File: src/rtl/hazard_scoreboard.sv
// Pipeline hazard scoreboard: tracks in-flight writers in EX/MEM/WB and produces
// stall, flush and forwarding controls for a 5-stage in-order pipeline.
module hazard_scoreboard #(
  parameter int unsigned REGW    = 5,
  parameter int unsigned MEM_LAT = 1,
  parameter int unsigned FWD_EN  = 1
) (
  input  logic            clk,
  input  logic            rst,
  input  logic            valid_d,
  input  logic [REGW-1:0] rs1_d,
  input  logic [REGW-1:0] rs2_d,
  input  logic            use_rs1_d,
  input  logic            use_rs2_d,
  input  logic [REGW-1:0] rd_d,
  input  logic            regwrite_d,
  input  logic            load_d,
  input  logic            pcsrc_e,
  output logic            stall_f,
  output logic            stall_d,
  output logic            stall_e,
  output logic            stall_m,
  output logic            flush_d,
  output logic            flush_e,
  output logic            flush_w,
  output logic [1:0]      fwd_a_e,
  output logic [1:0]      fwd_b_e,
  output logic            mem_busy
);

  localparam logic       FwdOn   = (FWD_EN != 0);
  localparam logic [3:0] LastCnt = 4'(MEM_LAT - 1);

  logic            e_valid_q, e_valid_d;
  logic [REGW-1:0] e_rd_q, e_rd_d;
  logic            e_load_q, e_load_d;
  logic [REGW-1:0] e_rs1_q, e_rs1_d;
  logic [REGW-1:0] e_rs2_q, e_rs2_d;
  logic            e_use_rs1_q, e_use_rs1_d;
  logic            e_use_rs2_q, e_use_rs2_d;
  logic            m_valid_q, m_valid_d;
  logic [REGW-1:0] m_rd_q, m_rd_d;
  logic            m_load_q, m_load_d;
  logic            w_valid_q, w_valid_d;
  logic [REGW-1:0] w_rd_q, w_rd_d;
  logic [3:0]      cnt_q, cnt_d;

  logic       freeze, load_use, raw, hazard;
  logic       flush_id, flush_ex, stall_front, accept;
  logic [1:0] fwd_a, fwd_b;

  // A used, non-zero source index matching a live writer's destination.
  function automatic logic src_hit(input logic            use_src,
                                   input logic [REGW-1:0] src,
                                   input logic            ent_valid,
                                   input logic [REGW-1:0] ent_rd);
    return use_src & (src != '0) & ent_valid & (src == ent_rd);
  endfunction

  function automatic logic [1:0] fwd_sel(input logic            use_src,
                                         input logic [REGW-1:0] src);
    logic [1:0] sel;
    sel = 2'b00;
    if (FwdOn && use_src && (src != '0)) begin
      if (m_valid_q && !m_load_q && (m_rd_q == src)) begin
        sel = 2'b10;
      end else if (w_valid_q && (w_rd_q == src)) begin
        sel = 2'b01;
      end
    end
    return sel;
  endfunction

  always_comb begin
    freeze   = m_valid_q & m_load_q & (cnt_q != LastCnt);
    load_use = valid_d & e_load_q &
               (src_hit(use_rs1_d, rs1_d, e_valid_q, e_rd_q) |
                src_hit(use_rs2_d, rs2_d, e_valid_q, e_rd_q));
    raw      = valid_d &
               (src_hit(use_rs1_d, rs1_d, e_valid_q, e_rd_q) |
                src_hit(use_rs2_d, rs2_d, e_valid_q, e_rd_q) |
                src_hit(use_rs1_d, rs1_d, m_valid_q, m_rd_q) |
                src_hit(use_rs2_d, rs2_d, m_valid_q, m_rd_q) |
                src_hit(use_rs1_d, rs1_d, w_valid_q, w_rd_q) |
                src_hit(use_rs2_d, rs2_d, w_valid_q, w_rd_q));
    hazard   = FwdOn ? load_use : raw;
    // A taken branch kills the stalled instruction, so the stall is dropped.
    flush_id    = ~freeze & pcsrc_e;
    flush_ex    = ~freeze & (hazard | pcsrc_e);
    stall_front = freeze | (hazard & ~flush_id);
    accept      = valid_d & ~stall_front & ~flush_ex;
    fwd_a       = fwd_sel(e_use_rs1_q, e_rs1_q);
    fwd_b       = fwd_sel(e_use_rs2_q, e_rs2_q);
  end

  always_comb begin
    e_valid_d   = e_valid_q;
    e_rd_d      = e_rd_q;
    e_load_d    = e_load_q;
    e_rs1_d     = e_rs1_q;
    e_rs2_d     = e_rs2_q;
    e_use_rs1_d = e_use_rs1_q;
    e_use_rs2_d = e_use_rs2_q;
    m_valid_d   = m_valid_q;
    m_rd_d      = m_rd_q;
    m_load_d    = m_load_q;
    w_valid_d   = w_valid_q;
    w_rd_d      = w_rd_q;
    cnt_d       = cnt_q;
    if (freeze) begin
      // E and M hold; a bubble drains into W while the load waits.
      w_valid_d = 1'b0;
      cnt_d     = cnt_q + 4'd1;
    end else begin
      w_valid_d   = m_valid_q;
      w_rd_d      = m_rd_q;
      m_valid_d   = e_valid_q;
      m_rd_d      = e_rd_q;
      m_load_d    = e_load_q;
      cnt_d       = 4'd0;
      e_valid_d   = accept & regwrite_d & (rd_d != '0);
      e_rd_d      = rd_d;
      e_load_d    = accept & regwrite_d & (rd_d != '0) & load_d;
      e_rs1_d     = rs1_d;
      e_rs2_d     = rs2_d;
      e_use_rs1_d = accept & use_rs1_d;
      e_use_rs2_d = accept & use_rs2_d;
    end
  end

  always_ff @(posedge clk or negedge rst) begin
    if (!rst) begin
      e_valid_q   <= 1'b0;
      e_rd_q      <= '0;
      e_load_q    <= 1'b0;
      e_rs1_q     <= '0;
      e_rs2_q     <= '0;
      e_use_rs1_q <= 1'b0;
      e_use_rs2_q <= 1'b0;
      m_valid_q   <= 1'b0;
      m_rd_q      <= '0;
      m_load_q    <= 1'b0;
      w_valid_q   <= 1'b0;
      w_rd_q      <= '0;
      cnt_q       <= 4'd0;
    end else begin
      e_valid_q   <= e_valid_d;
      e_rd_q      <= e_rd_d;
      e_load_q    <= e_load_d;
      e_rs1_q     <= e_rs1_d;
      e_rs2_q     <= e_rs2_d;
      e_use_rs1_q <= e_use_rs1_d;
      e_use_rs2_q <= e_use_rs2_d;
      m_valid_q   <= m_valid_d;
      m_rd_q      <= m_rd_d;
      m_load_q    <= m_load_d;
      w_valid_q   <= w_valid_d;
      w_rd_q      <= w_rd_d;
      cnt_q       <= cnt_d;
    end
  end

  // Outputs are forced low for as long as reset is held, independent of inputs.
  assign stall_f  = rst & stall_front;
  assign stall_d  = rst & stall_front;
  assign stall_e  = rst & freeze;
  assign stall_m  = rst & freeze;
  assign flush_d  = rst & flush_id;
  assign flush_e  = rst & flush_ex;
  assign flush_w  = rst & freeze;
  assign fwd_a_e  = {2{rst}} & fwd_a;
  assign fwd_b_e  = {2{rst}} & fwd_b;
  assign mem_busy = rst & freeze;

endmodule

File: config.mk
export PLATFORM = sky130hd
export DESIGN_NAME = hazard_scoreboard
export DESIGN_NICKNAME = d
export VERILOG_FILES = /design/src/rtl/hazard_scoreboard.sv
export SDC_FILE = /design/constraint.sdc
export NUM_CORES = 1
export LEC_CHECK = 0
export BUFFER_PORTS_ARGS = -buffer_cell sky130_fd_sc_hd__buf_2
export CAP_MARGIN = 5
export CORE_MARGIN = 2
export CORE_UTILIZATION = 50
export CTS_CLUSTER_SIZE = 20
export DETAILED_ROUTE_END_ITERATION = 6
export PLACE_DENSITY = 0.76
export SLEW_MARGIN = 5
export SYNTH_ARGS = -nofsm -noshare
export SYNTH_HDL_FRONTEND = slang
export SYNTH_SLANG_ARGS = --single-unit
File: constraint.sdc
create_clock -name clk -period 2.1 [get_ports clk]
set_input_delay 0.21 -clock clk [delete_from_list [all_inputs] [get_ports clk]]
set_output_delay 0.21 -clock clk [all_outputs]
set_load 0.05 [all_outputs]
After elaboration in Yosys (flattened, before gate mapping)
Index checks and enable logic that the tools add are counted.
{"block": "word_totals", "reg_bits": 36, "input_bits": 23, "out_inout_bits": 12, "wordCells": 75}
{"block": "classes", "addsub": 1, "eq_ne": 6, "muxes": 8, "bitwise": 33, "reduce_logical": 14}
{"op": "5-bit equality test", "n": 6}
{"op": "5-bit nonzero test", "n": 5}
{"op": "1-bit bitwise AND", "n": 24}
{"op": "2-bit two-way mux", "n": 4}
{"op": "1-bit logical AND", "n": 7}
{"op": "4-bit by 1-bit adder with 4-bit output (second input constant)", "n": 1}
{"op": "2-bit bitwise AND", "n": 2}
{"op": "4-bit two-way mux", "n": 1}
{"op": "1-bit inverter", "n": 4}
{"op": "4-bit nonzero test", "n": 1}
{"op": "1-bit two-way mux", "n": 3}
{"op": "1-bit bitwise OR", "n": 3}
{"op": "1-bit logical NOT", "n": 1}

Longest topological paths before layout
Gate-level depths: netlist of the first run.
{"block": "depth", "depth_word": 14, "ltp_mapped": 8, "mapped_depth_nobuf": 6}

Least setup slack after synthesis of the first run
OpenSTA, ideal clock, no wires.
{"block": "synth_path", "path_type": "register to output", "startpoint": "reg cnt_q[0]", "endpoint": "out stall_f", "t_arrival_ns": 2.335, "slack_ns": -0.445, "path_stages_with_launch": 9, "path_buffers": 2, "path_cell_list": "dfrtp_1 -> inv_1 -> ha_1 -> nand2_1 -> and3_1 -> clkbuf_1 -> and2_1 -> o21bai_1 -> buf_4"}
{"block": "synth_via", "elab_chain_len": 8}
{"item": "start: declaration", "line_no": "46", "source": "logic [3:0] cnt_q, cnt_d;"}
{"item": "start signal: assignment", "line_no": "159", "source": "cnt_q <= cnt_d;"}
{"item": "4-bit nonzero test *", "line_no": "75", "source": "freeze = m_valid_q & m_load_q & (cnt_q != LastCnt);"}
{"item": "1-bit bitwise AND *", "line_no": "75"}
{"item": "1-bit inverter", "line_no": "88", "source": "flush_id = ~freeze & pcsrc_e;"}
{"item": "1-bit bitwise AND", "line_no": "88"}
{"item": "1-bit inverter", "line_no": "90", "source": "stall_front = freeze | (hazard & ~flush_id);"}
{"item": "1-bit bitwise AND", "line_no": "90"}
{"item": "1-bit bitwise OR *", "line_no": "90"}
{"item": "1-bit bitwise AND *"}
{"item": "end: declaration", "line_no": "19", "source": "output logic stall_f,"}
Mark *: on every way between the ends. The rest lies on a longest branch, timed or not.

Worst setup path after layout of the first run
{"block": "layout_path", "startpoint": "reg e_rd_q[4]", "endpoint": "out flush_e"}
{"block": "layout_via", "elab_chain_len": 7, "word_cells_on_any_way": 9}
{"item": "start: declaration", "line_no": "35", "source": "logic [REGW-1:0] e_rd_q, e_rd_d;"}
{"item": "start signal: assignment", "line_no": "148", "source": "e_rd_q <= e_rd_d;"}
{"item": "5-bit equality test"}
{"item": "1-bit bitwise AND"}
{"item": "1-bit bitwise OR *"}
{"item": "1-bit bitwise AND *", "line_no": "76", "source": "load_use = valid_d & e_load_q &"}
{"item": "1-bit bitwise OR *", "line_no": "89", "source": "flush_ex = ~freeze & (hazard | pcsrc_e);"}
{"item": "1-bit bitwise AND *", "line_no": "89"}
{"item": "1-bit bitwise AND *", "line_no": "169", "source": "assign flush_e = rst & flush_ex;"}
{"item": "end: declaration", "line_no": "24", "source": "output logic flush_e,"}
Marks and branches as above.

==> impl_summary.txt, run 1 <==
----------------------------------------------------
[STA]
  Setup Viol. Count Final ... 0
  Setup tns final ... 0 ns
  Number of pins exceeding their max-slew limit in the final report ... 0
  Hold Vio Cnt, Final ... 0
  Fraction of the cycle the final worst path needs ... 98.83%
  Minimum period implied by the final worst setup slack ... 2.075 ns
  Setup repair after global routing missed its margin ... yes
  Clock Skews ... 0.01164 ns
  Least-Margin Pin Slew ... a little under 0.4 ns
  Fmax achieved ... 481.8 MHz
  Worst max-slew margin expressed relative to the limit ... 74.01%

[Critical path]
  Critical R2R Launch ... e_rd_q[4]
  Worst Setup Start Kind ... register
  Cell occurring most often along the worst timing path ... buf_6
  Depth of the worst register-to-register path ... 11
  Data required time of the critical path ... 1.89 ns
  Slowest-stage cell, CP ... dfrtp_1
  Series of cell instances along the critical path ... buf_6 > buf_6 > nor2_4 > o41ai_4 > a211oi_2 > a31oi_4 > o21bai_1 > buf_4
  Kind of cell with the highest combined delay on the critical path ... compound AO/OA/AOI/OAI gates
  Worst reg2reg setup slack ... about 0.10 ns
  Buffer and inverter count on the worst path ... 3
  Max FO, Critical Path ... 4
  CP peak stage delay ... approximately 0.40 ns
  Setup crit end kind ... primary output
  Capture point of the worst reg-to-reg path ... e_use_rs1_q
  Setup CP Type ... reg2out
  Critical path arrival ... 1.87 ns

[Routing]
  DRT Pass-1 Iters ... 4
  Routed length on met1 ... 1.910 mm
  # DRC ... 0
  Detailed route wirelength on metal3 ... roughly 170 microns
  Top metal layer carrying routed signals ... met4
  Vias per inst ... 5.312
  Total Routed Length ... 4.661 mm
  Via total after detailed routing ... 1636
  Starting DRT DRC Count ... 114
  Met2 Wirelength ... about 2.5 mm
  Final antenna-violating net count ... 0
  Final routed wire length divided by cell count ... about 15 microns

[Global routing]
  Global-route wire length before repair ... 7.596 mm
  GRT Util Overall ... 23.76%
  Number of antenna violations at the first check in global routing ... 0
  Maximum number of pins on one net before global-route repair ... 34
  Remaining global-route overflow ... 0
  Via count of the first global-routing pass ... 1610

[Min path]
  Hold Path Class ... in2reg
  Startpoint of the worst hold path ... rd_d[3]
  Worst hold path stage count ... 3
  WHS Endpoint ... e_rd_q[3]

[Place]
  GP Congestion ... around 0.88
  Placed Instances ... 291
  Port Buffers ... 34
  Post-detailed-placement half-perimeter wirelength ... 3.150 mm

[CTS]
  Clock latency reported for the late side of the worst-skew pair ... 0.29 ns
  H-tree depth ... 2
  Maximum clock path buffer count ... 2
  Number of buffers created by CTS ... 5
  CTS tree ... yes
  CTS root buf ... clkbuf_8
  Post-CTS clock slew at the launch and capture registers of the worst setup and hold paths ... ~0.060 ns
  Number of sinks handled by clock tree synthesis ... 36

[Yosys]
  Number of instances in the synthesized netlist ... 214
  Flip-flop and latch count after synthesis ... 36
  Mapped Area ... 0.001906 sq mm
  Top cells by area, synth ... dfrtp_1, nand2_1, xnor2_1
  Mean instance size in the synthesized netlist ... 8.905 sq um
  Fraction of the yosys area taken by sequential cells ... 47.28%
  Synth Warn # ... 0
  Post-Synthesis Net Count ... between 200 and 250
  Synth top area share ... 47.28%
  Post-synth top area cell ... dfrtp_1
  Count of unique library cells instantiated by Yosys ... 29

[Final layout]
  Area delta synth->final ... 27.25%
  Diodes inserted ... 0
  Fraction of layout cells with a size suffix above 1 ... between 20% and 30%
  Final standard cell count with taps included and fillers excluded ... 308
  Final Net Count ... about 280

[Floorplanning]
  Horizontal extent of the die ... 65.74 microns
  Die Footprint ... 0.004321 sq mm
  Core region area ... 0.003661 sq mm
  Initial standard-cell utilization of the core ... between 50 and 60%
  IO Count ... 35
  Die height ... ~66 microns
  Std cell rows ... 22

[Power]
  Total power density per cell area ... 633.9 mW/mm^2
  Peak ir drop on the vdd network ... 0.3738 mV
  Static Leakage ... around 1.2 nW
  Tot Pwr ... 1.537 mW

[Run]
  Number of maximum-capacitance constraint violations ... 0

[Run status]
  Run status ... completed

----------------------------------------------------
[power by group]
part	internal, mW	switching (mW)	total (mW)
logic	0.0815	0.0961	0.178
clock network	0.352	0.246	0.598
registers	0.722	0.0392	0.762
[through the flow]
step	utilization, %	setup WS, ns	hold WS, ns	area, sq um
after global placement	58.34	0.1495	0.1764	2136
after CTS	63.33	-0.01619	0.1257	2318
after detailed placement	58.34	0.09858	0.1816	2136
final	66.23	0.02457	0.1310	2425
after global routing	66.23	-0.06065	0.1367	2425
after floorplan	-	-0.09296	-0.08559	1921
[layer usage]
layer	up-vias	GRT usage, %
li1	798	-
met1	794	28.48
met2	34	40.78
met3	10	6.164
met4	0	8.854
met5	-	0
[kinds of logic after synthesis]
group | synth area share [%]
AOI/OAI and AO/OA | 7.222
xor gates and xnor gates | 13.79
and+or+nand+nor | 26.86
DFF | 47.27
buffers and inverters | 3.545
adders and majority gates | 1.313
[layout by cell type (no fill, tap or decap), drive strengths merged, types with 5 or more instances in the layout]
cell | netlist | routed
dfrtp | 36 | 36
nand4 | 5 | 5
nand2 | 79 | 79
and3 | 5 | 5
clkbuf | 4 | 8
xnor2 | 16 | 16
xor2 | 14 | 14
buf | 7 | 46
nor2 | 7 | 7
[worst min-delay path, stage by stage]
cell	delay [ns]
buf_2	0.08
nand2_1	0.04
nand2_1	0.05
[timing repair]
item / CTS / global route
endpoints found under the hold margin: 13 / 0
buffers inserted: 6 / 2
pin swaps: 4 / 6
gates resized for setup: 6 / 16
setup endpoints to repair: 3 / 10
hold buffers: 1 / 0
[cell type report]
| class | count | area (sq um) |
|---|---|---|
| fill | 297 | 1236 |
| clock inverter | 2 | 35.03 |
| sequential | 36 | 900.9 |
| clock buffer | 6 | 72.57 |
| multi-input combinational | 165 | 1036 |
| timing repair buffer | 49 | 312.8 |
| inverter | 2 | 7.507 |
| tap | 48 | 60.06 |
[flip-flops by register name (all words and copies together), names as in the netlist]
name,count
m_load_q,1
m_rd_q,5
cnt_q,4
e_use_rs1_q,1
w_rd_q,5
w_valid_q,1
e_rd_q,5
m_valid_q,1
e_load_q,1
e_valid_q,1
e_rs1_q,5
e_use_rs2_q,1
e_rs2_q,5
[synth_stat cells]
master     number
inv_1           2
o211ai_1        1
o21ai_0         2
buf_4           4
o21bai_1        2
buf_2           3
or4_1           3
xor2_1         14
o41ai_1         2
ha_1            2
a211oi_1        1
and3_1          5
a2111oi_1       1
a22o_1          4
nor2b_1         1
nor2_1          7
nand2_1        79
nor3_1          4
and2_1          3
nand2b_1        3
dfrtp_1        36
o2111a_1        2
clkbuf_1        4
nor3b_1         1
a31oi_2         1
nand3_1         4
nor4_1          2
nand4_1         5
xnor2_1        16
[worst max-delay path by stage]
| stage | startpoint | end | slack (ns) | cells after the start |
|---|---|---|---|---|
| 6_report | e_rd_q[4] | flush_e | 0.02 | 8 |
| 5_1_grt | e_rd_q[4] | stall_f | -0.06 | 6 |
| 4_1_cts | e_rd_q[4] | stall_d | -0.02 | 6 |
| 3_5_place_dp | e_rd_q[4] | stall_d | 0.1 | 6 |
| 3_3_place_gp | e_rd_q[4] | stall_d | 0.15 | 6 |
| 2_1_floorplan | e_rd_q[0] | stall_f | -0.09 | 5 |
(Power assumes the default switching activity.)
==> run 2: changes to the inputs <==
RECOVER_POWER = 25   (was unset)
==> impl_summary.txt, run 2 (same netlist as run 1, synthesis figures left out) <==
----------------------------------------------------
[Global routing]
  Maximum number of pins on one net before global-route repair ... 34 (unchanged)
  Global-route wire length before repair ... 7.596 mm (unchanged)
  Remaining global-route overflow ... 0 (unchanged)
  GRT Util Overall ... 23.76% (unchanged)
  Number of antenna violations at the first check in global routing ... 0 (unchanged)
  Via count of the first global-routing pass ... 1610 (unchanged)

[CTS]
  CTS tree ... yes (unchanged)
  Post-CTS clock slew at the launch and capture registers of the worst setup and hold paths ... 0.06 ns (about the same)
  H-tree depth ... 2 (unchanged)
  Clock latency reported for the late side of the worst-skew pair ... 0.29 ns (about the same)
  Number of buffers created by CTS ... 5 (unchanged)
  Maximum clock path buffer count ... 2 (unchanged)
  CTS root buf ... clkbuf_8 (unchanged)
  Number of sinks handled by clock tree synthesis ... 36 (unchanged)

[Critical path]
  Worst Setup Start Kind ... register (unchanged)
  Setup CP Type ... reg2out (unchanged)
  Depth of the worst register-to-register path ... 11 (unchanged)
  Slowest-stage cell, CP ... dfrtp_1 (unchanged)
  CP peak stage delay ... 0.40 ns (about the same)
  Series of cell instances along the critical path ... buf_6 > buf_6 > nor2_4 > o41ai_4 > a211oi_2 > a31oi_4 > o21bai_2 > buf_6 (was buf_6 > buf_6 > nor2_4 > o41ai_4 > a211oi_2 > a31oi_4 > o21bai_1 > buf_4)
  Cell occurring most often along the worst timing path ... buf_6 (unchanged)
  Setup crit end kind ... primary output (unchanged)
  Data required time of the critical path ... 1.89 ns (about the same)
  Critical path arrival ... 1.86 ns (was 1.87 ns)
  Max FO, Critical Path ... 4 (unchanged)

[STA]
  Hold Vio Cnt, Final ... 0 (unchanged)
  Setup repair after global routing missed its margin ... yes (unchanged)
  Fraction of the cycle the final worst path needs ... 98.68% (was 98.83%)
  Number of pins exceeding their max-slew limit in the final report ... 0 (unchanged)
  Worst setup margin ... 0.02774 ns (was 0.02457 ns)
  Least-Margin Pin Slew ... 0.4742 ns (was 0.3856 ns)
  Hold_ws ... 0.1304 ns (was 0.1310 ns)
  Clock Skews ... 0.01061 ns (was 0.01164 ns)
  Minimum period implied by the final worst setup slack ... 2.072 ns (was 2.075 ns)
  Setup Viol. Count Final ... 0 (unchanged)
  Worst max-slew margin expressed relative to the limit ... 68.39% (was 74.01%)
  Fmax achieved ... 482.6 MHz (was 481.8 MHz)

[Power]
  Static Leakage ... 1.169 nW (was 1.173 nW)
  Total power density per cell area ... 634.6 mW/mm^2 (was 633.9 mW/mm^2)
  Peak ir drop on the vdd network ... 0.3765 mV (was 0.3738 mV)
  Tot Pwr ... 1.536 mW (was 1.537 mW)

[Floorplanning]
  Std cell rows ... 22 (unchanged)
  Core region area ... 0.003661 sq mm (unchanged)
  Horizontal extent of the die ... 65.74 microns (unchanged)
  IO Count ... 35 (unchanged)
  Die Footprint ... 0.004321 sq mm (unchanged)
  Die height ... 65.74 microns (unchanged)
  Initial standard-cell utilization of the core ... 52.05% (unchanged)

[Routing]
  Vias per inst ... 5.276 (was 5.312)
  # DRC ... 0 (unchanged)
  Total Routed Length ... 4.665 mm (was 4.661 mm)
  DRT Pass-1 Iters ... 4 (unchanged)
  Final routed wire length divided by cell count ... 15.15 microns (was 15.13 microns)
  Via total after detailed routing ... 1625 (was 1636)
  Starting DRT DRC Count ... 104 (was 114)
  Final antenna-violating net count ... 0 (unchanged)

[Place]
  Standard cell area after detailed placement ... 0.002136 sq mm (unchanged)
  GP Congestion ... 0.8774 (unchanged)
  Placement Setup Slack ... 0.09858 ns (unchanged)
  Post-detailed-placement half-perimeter wirelength ... 3.150 mm (unchanged)
  Port Buffers ... 34 (unchanged)

[Min path]
  Worst hold path stage count ... 3 (unchanged)
  Hold Path Class ... in2reg (unchanged)

[Run status]
  Run status ... completed (unchanged)

[Final layout]
  Diodes inserted ... 0 (unchanged)
  Post-Route Utilization ... 66.13% (was 66.23%)
  Area delta synth->final ... 27.05% (was 27.25%)
  Final standard cell area without fillers ... 0.002421 sq mm (was 0.002425 sq mm)
  Fraction of layout cells with a size suffix above 1 ... 26.15% (was 26.54%)
  Highest-count cells in the layout ignoring fill and taps ... nand2_1, dfrtp_1, buf_2 (unchanged)
  Final Net Count ... 284 (unchanged)
  Most common cell after layout, fill and taps aside ... nand2_1 (unchanged)

[Run]
  Number of maximum-capacitance constraint violations ... 0 (unchanged)

----------------------------------------------------
## run 2: cell count changes in the layout (fill, tap and decap cells not counted), sizes merged
cell	change
buf	-1
clkbuf	+1
## run 2: stage by stage
step	TNS [ns]	std cells
floorplan	-0.1514	214
global placement	0	291
detailed placement	0	291
CTS	-0.03359	306
global route	-0.2085	308
finish	0	308
## run 2: cell type report
| class | count | area, sq um |
|---|---|---|
| multi-input combinational | 165 | 1036 |
| tap | 48 | 60.06 |
| timing repair buffer | 49 | 309.0 |
| fill | 299 | 1240 |
| inverter | 2 | 7.507 |
| clock buffer | 6 | 72.57 |
| sequential | 36 | 900.9 |
| clock inverter | 2 | 35.03 |
## run 2: worst max-delay path: cells and delay by family, from the launching register on
kind	cells	cell delay [ns]
AND/OR/NAND/NOR	1	0.09
buffers and inverters	3	0.42
flip-flops	1	0.40
AO/OA/AOI/OAI	4	0.66
## run 2: report_power, final
part           total, mW  switching, mW  internal [mW]  leakage [nW]
sequential         0.762         0.0394          0.722         0.442
clock              0.598          0.246          0.352        0.0552
combinational      0.176         0.0958         0.0807         0.672
total               1.54          0.381           1.16          1.17
## run 2: final timing paths
path | start | endpoint | slack, ns
worst max-delay path | e_rd_q[4] | stall_d | 0.03
worst min-delay path | rd_d[3] | e_rd_q[3] | 0.13
worst max register to register | e_rd_q[4] | e_use_rs1_q | 0.10
worst min register to register | cnt_q[0] | cnt_q[0] | 0.50
max in group asynchronous | rst | w_rd_q[3] | 1.02
min in group asynchronous | rst | e_use_rs2_q | 0.38
## run 2: timing repair
item,in CTS,in global routing
hold endpoints to repair,13,0
buffers inserted,6,2
endpoints found under the setup margin,3,10
resized for setup,6,16
hold buffers,1,0
pin swaps,4,6
## run 2: metal layers
metal / GRT usage (%) / vias up / share of wire [%]
met5: 0 / - / 0
met4: 8.854 / 0 / 2.2
met3: 6.164 / 10 / 3.1
met2: 40.78 / 31 / 53
met1: 28.48 / 787 / 42
li1: - / 797 / -
